<file path="config.mk">
export PLATFORM = sky130hd
export DESIGN_NAME = fpga_cfg_loader
export DESIGN_NICKNAME = d
export VERILOG_FILES = /design/src/rtl/fpga_cfg_pkg.sv /design/src/rtl/cfg_checksum.sv /design/src/rtl/fpga_cfg_loader.sv
export SDC_FILE = /design/constraint.sdc
export NUM_CORES = 1
export LEC_CHECK = 0
export CORE_AREA = 4 4 405 407
export CTS_CLUSTER_DIAMETER = 120
export DETAILED_ROUTE_END_ITERATION = 12
export DIE_AREA = 0 0 409 411
export DONT_BUFFER_PORTS = 1
export GPL_TIMING_DRIVEN = 0
export HOLD_SLACK_MARGIN = 0.1
export PLACE_DENSITY_LB_ADDON = 0.1
export SETUP_SLACK_MARGIN = 0.1
export SLEW_MARGIN = 20
export SYNTH_ARGS = -nofsm -noshare
export SYNTH_HDL_FRONTEND = slang
export SYNTH_SLANG_ARGS = --single-unit
</file>
<file path="constraint.sdc">
create_clock -name clock -period 25.6 [get_ports clock]
set_input_delay 5.12 -clock clock [delete_from_list [all_inputs] [get_ports clock]]
set_output_delay 5.12 -clock clock [all_outputs]
set_load 0.005 [all_outputs]
</file>
<file path="src/rtl/fpga_cfg_pkg.sv">
// Shared types and sizing helpers for the fabric bitstream loader.
// CFG_CHECKSUM_EN (optional) adds a trailer-word XOR check after the last column.
package fpga_cfg_pkg;

    localparam int unsigned DEFAULT_CFG_W     = 384;
    localparam int unsigned DEFAULT_NUM_COLS  = 267;
    localparam int unsigned DEFAULT_PRE_WAIT  = 10;
    localparam int unsigned DEFAULT_POST_WAIT = 10;
    localparam int unsigned DEFAULT_RDY_DELAY = 4;

    typedef enum logic [3:0] {
        StIdle,
        StPre,
        StAccept,
        StStrobe,
        StCheck,
        StPost,
        StFfen,
        StDone,
        StErr
    } cfg_state_e;

    // Bits needed to index n items (at least 1).
    function automatic int unsigned idx_w(input int unsigned n);
        return (n < 2) ? 1 : $clog2(n);
    endfunction

    // Bits needed to hold values 0..max_val (at least 1).
    function automatic int unsigned cnt_w(input int unsigned max_val);
        return (max_val < 2) ? 1 : $clog2(max_val + 1);
    endfunction

    function automatic int unsigned max3(input int unsigned a, input int unsigned b,
                                         input int unsigned c);
        int unsigned m;
        m = (a > b) ? a : b;
        return (m > c) ? m : c;
    endfunction

endpackage

</file>
<file path="src/rtl/cfg_checksum.sv">
// XOR accumulator over accepted config words with a combinational compare port.
// Only instantiated when CFG_CHECKSUM_EN is defined.
module cfg_checksum
    import fpga_cfg_pkg::*;
#(
    parameter int unsigned W = DEFAULT_CFG_W
) (
    input  logic         clock,
    input  logic         rst,
    input  logic         clear,
    input  logic         accumulate,
    input  logic [W-1:0] data,
    input  logic [W-1:0] compare,
    output logic         match
);

    logic [W-1:0] acc;

    // Running XOR of every word accepted since the last clear.
    always_ff @(posedge clock or posedge rst) begin
        if (rst) begin
            acc <= '0;
        end else if (clear) begin
            acc <= '0;
        end else if (accumulate) begin
            acc <= acc ^ data;
        end
    end

    assign match = (acc == compare);

endmodule

</file>
<file path="src/rtl/fpga_cfg_loader.sv">
// Bitstream loader: takes one word per column over valid/ready, strobes it into the fabric,
// then raises ff_en and rdy after fixed delays.
// Optional feature macro: CFG_CHECKSUM_EN (trailer word checked against XOR of all words).
module fpga_cfg_loader
    import fpga_cfg_pkg::*;
#(
    parameter int unsigned CFG_W     = DEFAULT_CFG_W,
    parameter int unsigned NUM_COLS  = DEFAULT_NUM_COLS,
    parameter int unsigned PRE_WAIT  = DEFAULT_PRE_WAIT,
    parameter int unsigned POST_WAIT = DEFAULT_POST_WAIT,
    parameter int unsigned RDY_DELAY = DEFAULT_RDY_DELAY
) (
    input  logic                clock,
    input  logic                rst,
    input  logic                start,
    input  logic                cfg_valid,
    output logic                cfg_ready,
    input  logic [CFG_W-1:0]    cfg_data,
    output logic [CFG_W-1:0]    configs_in,
    output logic [NUM_COLS-1:0] configs_en,
    output logic                ff_en,
    output logic                rdy,
    output logic                busy,
    output logic                err
);

    localparam int unsigned COL_W  = idx_w(NUM_COLS);
    localparam int unsigned WAIT_W = cnt_w(max3(PRE_WAIT, POST_WAIT, RDY_DELAY));

    localparam logic [COL_W-1:0]  LAST_COL = COL_W'(NUM_COLS - 1);
    localparam logic [WAIT_W-1:0] PRE_LD   = WAIT_W'(PRE_WAIT);
    localparam logic [WAIT_W-1:0] POST_LD  = WAIT_W'(POST_WAIT);
    localparam logic [WAIT_W-1:0] RDY_LD   = WAIT_W'(RDY_DELAY);

    cfg_state_e        state;
    logic [COL_W-1:0]  col;
    logic [WAIT_W-1:0] wait_cnt;
    logic              wait_done;

    // A wait of N occupies max(N,1) cycles in its state.
    assign wait_done = (wait_cnt <= WAIT_W'(1));
    assign busy      = !(state inside {StIdle, StDone, StErr});

`ifdef CFG_CHECKSUM_EN
    logic sum_clear;
    logic sum_accumulate;
    logic sum_match;

    assign cfg_ready      = (state == StAccept) || (state == StCheck);
    assign sum_clear      = start && (state inside {StIdle, StDone, StErr});
    assign sum_accumulate = (state == StAccept) && cfg_valid;

    cfg_checksum #(
        .W(CFG_W)
    ) u_checksum (
        .clock      (clock),
        .rst        (rst),
        .clear      (sum_clear),
        .accumulate (sum_accumulate),
        .data       (cfg_data),
        .compare    (cfg_data),
        .match      (sum_match)
    );
`else
    assign cfg_ready = (state == StAccept);
    assign err       = 1'b0;
`endif

    // Load sequencer; all fabric-facing outputs are registered here.
    always_ff @(posedge clock or posedge rst) begin
        if (rst) begin
            state      <= StIdle;
            col        <= '0;
            wait_cnt   <= '0;
            configs_in <= '0;
            configs_en <= '0;
            ff_en      <= 1'b0;
            rdy        <= 1'b0;
`ifdef CFG_CHECKSUM_EN
            err        <= 1'b0;
`endif
        end else begin
            // Column strobe is a single-cycle pulse.
            configs_en <= '0;
            case (state)
                StIdle: begin
                    if (start) begin
                        state    <= StPre;
                        col      <= '0;
                        wait_cnt <= PRE_LD;
                    end
                end
                StPre: begin
                    if (wait_done) state <= StAccept;
                    else           wait_cnt <= wait_cnt - 1'b1;
                end
                StAccept: begin
                    // cfg_ready is high in this state, so valid alone completes the handshake.
                    if (cfg_valid) begin
                        configs_in <= cfg_data;
                        configs_en <= NUM_COLS'(1) << col;
                        state      <= StStrobe;
                    end
                end
                StStrobe: begin
                    if (col == LAST_COL) begin
                        wait_cnt <= POST_LD;
`ifdef CFG_CHECKSUM_EN
                        state    <= StCheck;
`else
                        state    <= StPost;
`endif
                    end else begin
                        col   <= col + 1'b1;
                        state <= StAccept;
                    end
                end
`ifdef CFG_CHECKSUM_EN
                StCheck: begin
                    if (cfg_valid) begin
                        if (sum_match) begin
                            state    <= StPost;
                            wait_cnt <= POST_LD;
                        end else begin
                            state <= StErr;
                            err   <= 1'b1;
                        end
                    end
                end
                StErr: begin
                    if (start) begin
                        err      <= 1'b0;
                        col      <= '0;
                        wait_cnt <= PRE_LD;
                        state    <= StPre;
                    end
                end
`endif
                StPost: begin
                    if (wait_done) begin
                        state    <= StFfen;
                        ff_en    <= 1'b1;
                        wait_cnt <= RDY_LD;
                    end else begin
                        wait_cnt <= wait_cnt - 1'b1;
                    end
                end
                StFfen: begin
                    if (wait_done) begin
                        state <= StDone;
                        rdy   <= 1'b1;
                    end else begin
                        wait_cnt <= wait_cnt - 1'b1;
                    end
                end
                StDone: begin
                    // Reload: fabric drops out of run mode on the same edge.
                    if (start) begin
                        ff_en    <= 1'b0;
                        rdy      <= 1'b0;
                        col      <= '0;
                        wait_cnt <= PRE_LD;
                        state    <= StPre;
                    end
                end
                default: state <= StIdle;
            endcase
        end
    end

endmodule

</file>
Word-level counts from Yosys, hierarchy flattened
Index checks and enable logic that the tools add are counted.
{ "op_classes": {"n_lt_le_gt_ge": 1, "reduce_logical": 15, "mux": 21, "add_sub_neg": 2, "n_shift": 1, "n_eq_ne": 17} }
{ "op_table": {"columns": ["cell", "n"], "rows": [
  ["$mux 267", 2],
  ["$shl 1x9->267 const A", 1],
  ["$mux 4", 9],
  ["$pmux 4 s6", 1],
  ["$mux 9", 2],
  ["$pmux 9 s2", 1],
  ["$ne 2x2->1 const B", 8],
  ["$pmux 4 s4", 1],
  ["$eq 4x3->1 const B", 3],
  ["$add 9x1->9 const B", 1],
  ["$eq 9x9->1 const B", 1],
  ["$reduce_and 3->1", 3],
  ["$eq 4x2->1 const B", 2],
  ["$reduce_bool 2->1", 3],
  ["$reduce_and 5->1", 1],
  ["$eq 4x1->1 const B", 1],
  ["$eq 4x4->1 const B", 1],
  ["$le 4x1->1 const B", 1],
  ["$logic_not 4->1", 1],
  ["$pmux 1 s2", 2],
  ["$reduce_and 4->1", 1],
  ["$reduce_bool 4->1", 1],
  ["$reduce_or 2->1", 2],
  ["$sub 4x1->4 const B", 1],
  ["other kinds (6)", 7]
]} }
{ "totals": {"in_bits": 388, "out_inout_bits": 656, "ff_bits": 670, "word_cells": 64} }

Logic depth before layout (Yosys ltp)
{ "logic_depth": {"ltp_word": 4, "ltp_mapped": 8, "depth_no_buf": 7} }

Worst setup path before layout
OpenSTA, ideal clock, no wires.
{ "synth_path": {"kind": "input-to-reg", "start": "in start", "end": "reg wait_cnt[0]", "path_buffers": 0, "cell_stages": 4, "path_slack_ns": 19.343, "arrival_ns": 6.133, "path_cell_list": "nor3b_1 -> a311o_1 -> a21oi_2 -> mux2_2"} }
{ "synth_between": {"elab_chain_cells": 2} }
{ "synth_rtl": {"columns": ["item", "line", "source"], "rows": [
  ["from (decl)", "fpga_cfg_loader.sv:15", "input logic start,"],
  ["$ne 2x1->1 (no source line)", null, null],
  ["$reduce_and 4->1 (no source line)", null, null],
  ["to (signal assigned)", "fpga_cfg_loader.sv:95", "else wait_cnt <= wait_cnt - 1'b1;"],
  ["to (signal assigned)", "fpga_cfg_loader.sv:145", "wait_cnt <= wait_cnt - 1'b1;"],
  ["to (signal assigned)", "fpga_cfg_loader.sv:153", "wait_cnt <= wait_cnt - 1'b1;"],
  ["to (decl)", "fpga_cfg_loader.sv:37", "logic [WAIT_W-1:0] wait_cnt;"]
]} }
No other way between the ends.
A chain may end at the register's enable or synchronous reset.

Worst setup path in the final report
{ "layout_path": {"start": "reg state[1]", "end": "out cfg_ready"} }
{ "layout_between": {"elab_chain_cells": 1} }
{ "layout_rtl": {"columns": ["item", "line", "source"], "rows": [
  ["from (decl)", "fpga_cfg_loader.sv:35", "cfg_state_e state;"],
  ["from (signal assigned)", "fpga_cfg_loader.sv:72", "state <= StIdle;"],
  ["from (signal assigned)", "fpga_cfg_loader.sv:88", "state <= StPre;"],
  ["from (signal assigned)", "fpga_cfg_loader.sv:94", "if (wait_done) state <= StAccept;"],
  ["$eq 4x2->1", "fpga_cfg_loader.sv:65", "assign cfg_ready = (state == StAccept);"],
  ["to (decl)", "fpga_cfg_loader.sv:17", "output logic cfg_ready,"]
]} }
No other way between the ends.

==> results.md <==
- CTS H-tree depth: 3
- Sequential area share after synthesis: ~70%
- Final hold vios: 0
- Residual DRC count: 0
- # Max-Cap Violations: 0
- Slew Limit Fails: 0
- Die Ht: between 400 and 500 µm
- Worst Skew: 23.37 ps
- Power density cells: 122.0 mW/mm²
- GR Overflow Total: 0
- CTS Buffer Depth: 3
- Most frequent cells in the layout: dfrtp_1 (669), mux2_2 (354), nor2_1 (286)
- Crit-path max cell delay: approximately 470 ps
- Commonest non-fill, non-tap cell in the layout: dfrtp_1
- EDFF count, synth: 0
- Multi-input logic area: 0.006454 mm²
- Routability cong.: just under 0.8
- WS Path Type: reg2out
- GRT Total Usage: 12.36%
- Drt first pass iters: 4
- Post-Syn Nets: 1992
- Final period utilization: between 20 and 30%
- Clock insertion delay at the later pin of the skew report: 670 ps
- Worst-path clk slew: 60 ps
- CP startpoint kind: flip-flop
- DIE WIDTH: 409 µm
- VDD IR-drop max: 45.18 µV
- Boundary Pins: 1044
- Via density: approximately 3.4
- Die area: 0.1681 mm²
- Postcts setup bufs: 0
- Final WL: around 110000 µm
- Synth async-reset ratio: 100.0%
- Initial core utilization: between 10 and 15%
- Maximum clock frequency: 138.3 MHz
- Run status: finished, final reports clean
- Vias in the first global route: 14900
- Post-Syn Instances: 1596
- Largest net degree at the start of global routing: 100
- Synth-to-layout area growth: 24.28%
- Fillers: 17300
- Placed insts: 3763
- Setup-failing EPs final: 0
- Reg area: 0.01674 mm²
- CTS tree: built
- WL/cell: between 20 and 30 µm
- Worst path cell trace: buf_2 -> buf_1 -> and2_1
- First-pass GRT wire length: 142200 µm
- Design Area, Final: 0.02964 mm²
- Port bufs: 0
- Slew headroom: 24.67%
- Final min period: 7228 ps
- Syn_area_per_cell: 14.94 µm²
- DRT iter0 DRCs: 554
- Yosys top cell area share: 70.19%
- Worst Setup End Kind: output pin
- Top cells by area, synth: dfrtp_1 (70%), mux2_2 (17%), nor2_1 (4.5%)
- Row count: roughly 150
- Clock root buffer: clkbuf_16
- CORE AREA: 0.1602 mm²
- Hold Crit Class: reg2reg
- CP arrival: around 2100 ps
- Slowest CP cell: dfrtp_1
- CTS resizes: 0
- RSZ-0062 raised after global routing: false
- Nets@finish: 2088
- DP HPWL: 85270 µm
- Leak pwr: 12.28 nW
- Ys flop type: dfrtp_1
- Detailed-route via count: 13460
- Worst EP required: 20480 ps
- Clock sink count: 669
- Fin cells: 3925
- Distinct cell type count after synthesis: 50
- DRT antenna net count: 0
- Number of synthesis warnings: 0
- Flops & latches, synth: ~670
- Cell Area, Synth: 0.02385 mm²
- CP Max Fanout: 10
- CTS buffer count: 87
- Biggest area consumer among synthesized cells: dfrtp_1
- Cts hold-fix bufs: 0
- Ratio of cells with drive above 1 in the final layout: between 30% and 40%
- Initial antenna violation count: 36
- Actual slew at the worst max-slew pin: about 1100 ps
- DP Area: 0.02679 mm²
worst paths after layout:
kind | endpoint | depth (start not counted) | slack, ps | start
worst max-delay path | cfg_ready | 3 | 18370 | state[1]
worst min-delay path | configs_in[271] | 1 | 520 | configs_in[271]
worst max register to register | configs_en[107] | 6 | 22670 | state[1]
worst min register to register | configs_in[271] | 1 | 520 | configs_in[271]
max in group asynchronous | configs_in[237] | 4 | 19460 | rst
min in group asynchronous | configs_in[324] | 1 | 4350 | rst
synth_stat cells, types with 3 or more instances:
library cell and number:
a21oi_1 8, nor2b_1 6, nor3_1 5, o2111ai_1 3, mux2_2 354, nand3b_1 4, nand2b_1 6, xor2_1 7
buf_4 5, mux2_1 33, nor2_1 286, a31oi_1 3, clkbuf_1 35, nand2_1 34, dfrtp_1 669, buf_1 4
inv_1 8, buf_2 8, nand3_1 26, ha_1 8, buf_6 38, o21ai_0 8, and3_1 3
worst max-delay path: cells and delay by family, from the launching register on:
family	cells	cell delay [ps]
DFF	1	470
buffers and inverters	2	690
and+or+nand+nor	1	280
per-stage QoR:
stage / worst slack [ps] / hold WS (ps) / utilization [%] / power [mW] / setup TNS (ps)
5_1_grt: 18170 / 538.8 / 18.49 / 3.819 / 0
4_1_cts: 18210 / 528.6 / 18.49 / 3.724 / 0
3_5_place_dp: 18080 / 510.1 / 16.72 / 2.467 / 0
6_report: 18370 / 519.9 / 18.50 / 3.616 / 0
3_3_place_gp: -6903 / 511.4 / 16.58 / 2.457 / -4518760
2_1_floorplan: 1729 / 482.8 / - / 2.092 / 0
sequential cells by signal, indices dropped and copies added, names as in the netlist:
signal,count
col,9
configs_en,267
configs_in,384
ff_en,1
rdy,1
state,3
wait_cnt,4
per-layer routing:
layer | wire (µm) | track usage, %
met5 | 74 | 0
met2 | 55690 | 21.81
met3 | 10780 | 5.613
met1 | 38750 | 13.39
met4 | 2593 | 3.252
layout make-up:
type                    count  share of cell area, %
clock buffers             123                  8.379
inverters                   8                 0.1266
multi-input cells         828                  21.77
well taps                2160                  9.117
flip-flops and latches    669                  56.48
repair buffers              7                 0.6500
clock inverters            31                  1.186
plain buffers              91                  2.224
diodes                      8                0.06754
kinds of logic (layout without fill, tap and decap cells):
logic type               count (synthesis)  in the layout  synth area share (%)
multiplexers                           389            389                 18.35
adder cells (fa/ha/maj)                  8              8                0.4197
other                                    1              9               0.01572
flip-flops                             669            669                 70.19
AO/OA/AOI/OAI                           39             39                 1.159
XOR/XNOR                                 8              8                0.2938
buffers and inverters                   99            260                 2.880
AND/OR/NAND/NOR                        383            383                 6.688
power breakdown:
part | switching [mW] | internal (mW) | leakage (nW)
sequential | 0.350 | 1.38 | 8.43
clock | 0.486 | 0.728 | 1.40
combinational | 0.332 | 0.339 | 2.46
(Power assumes the default switching activity.)
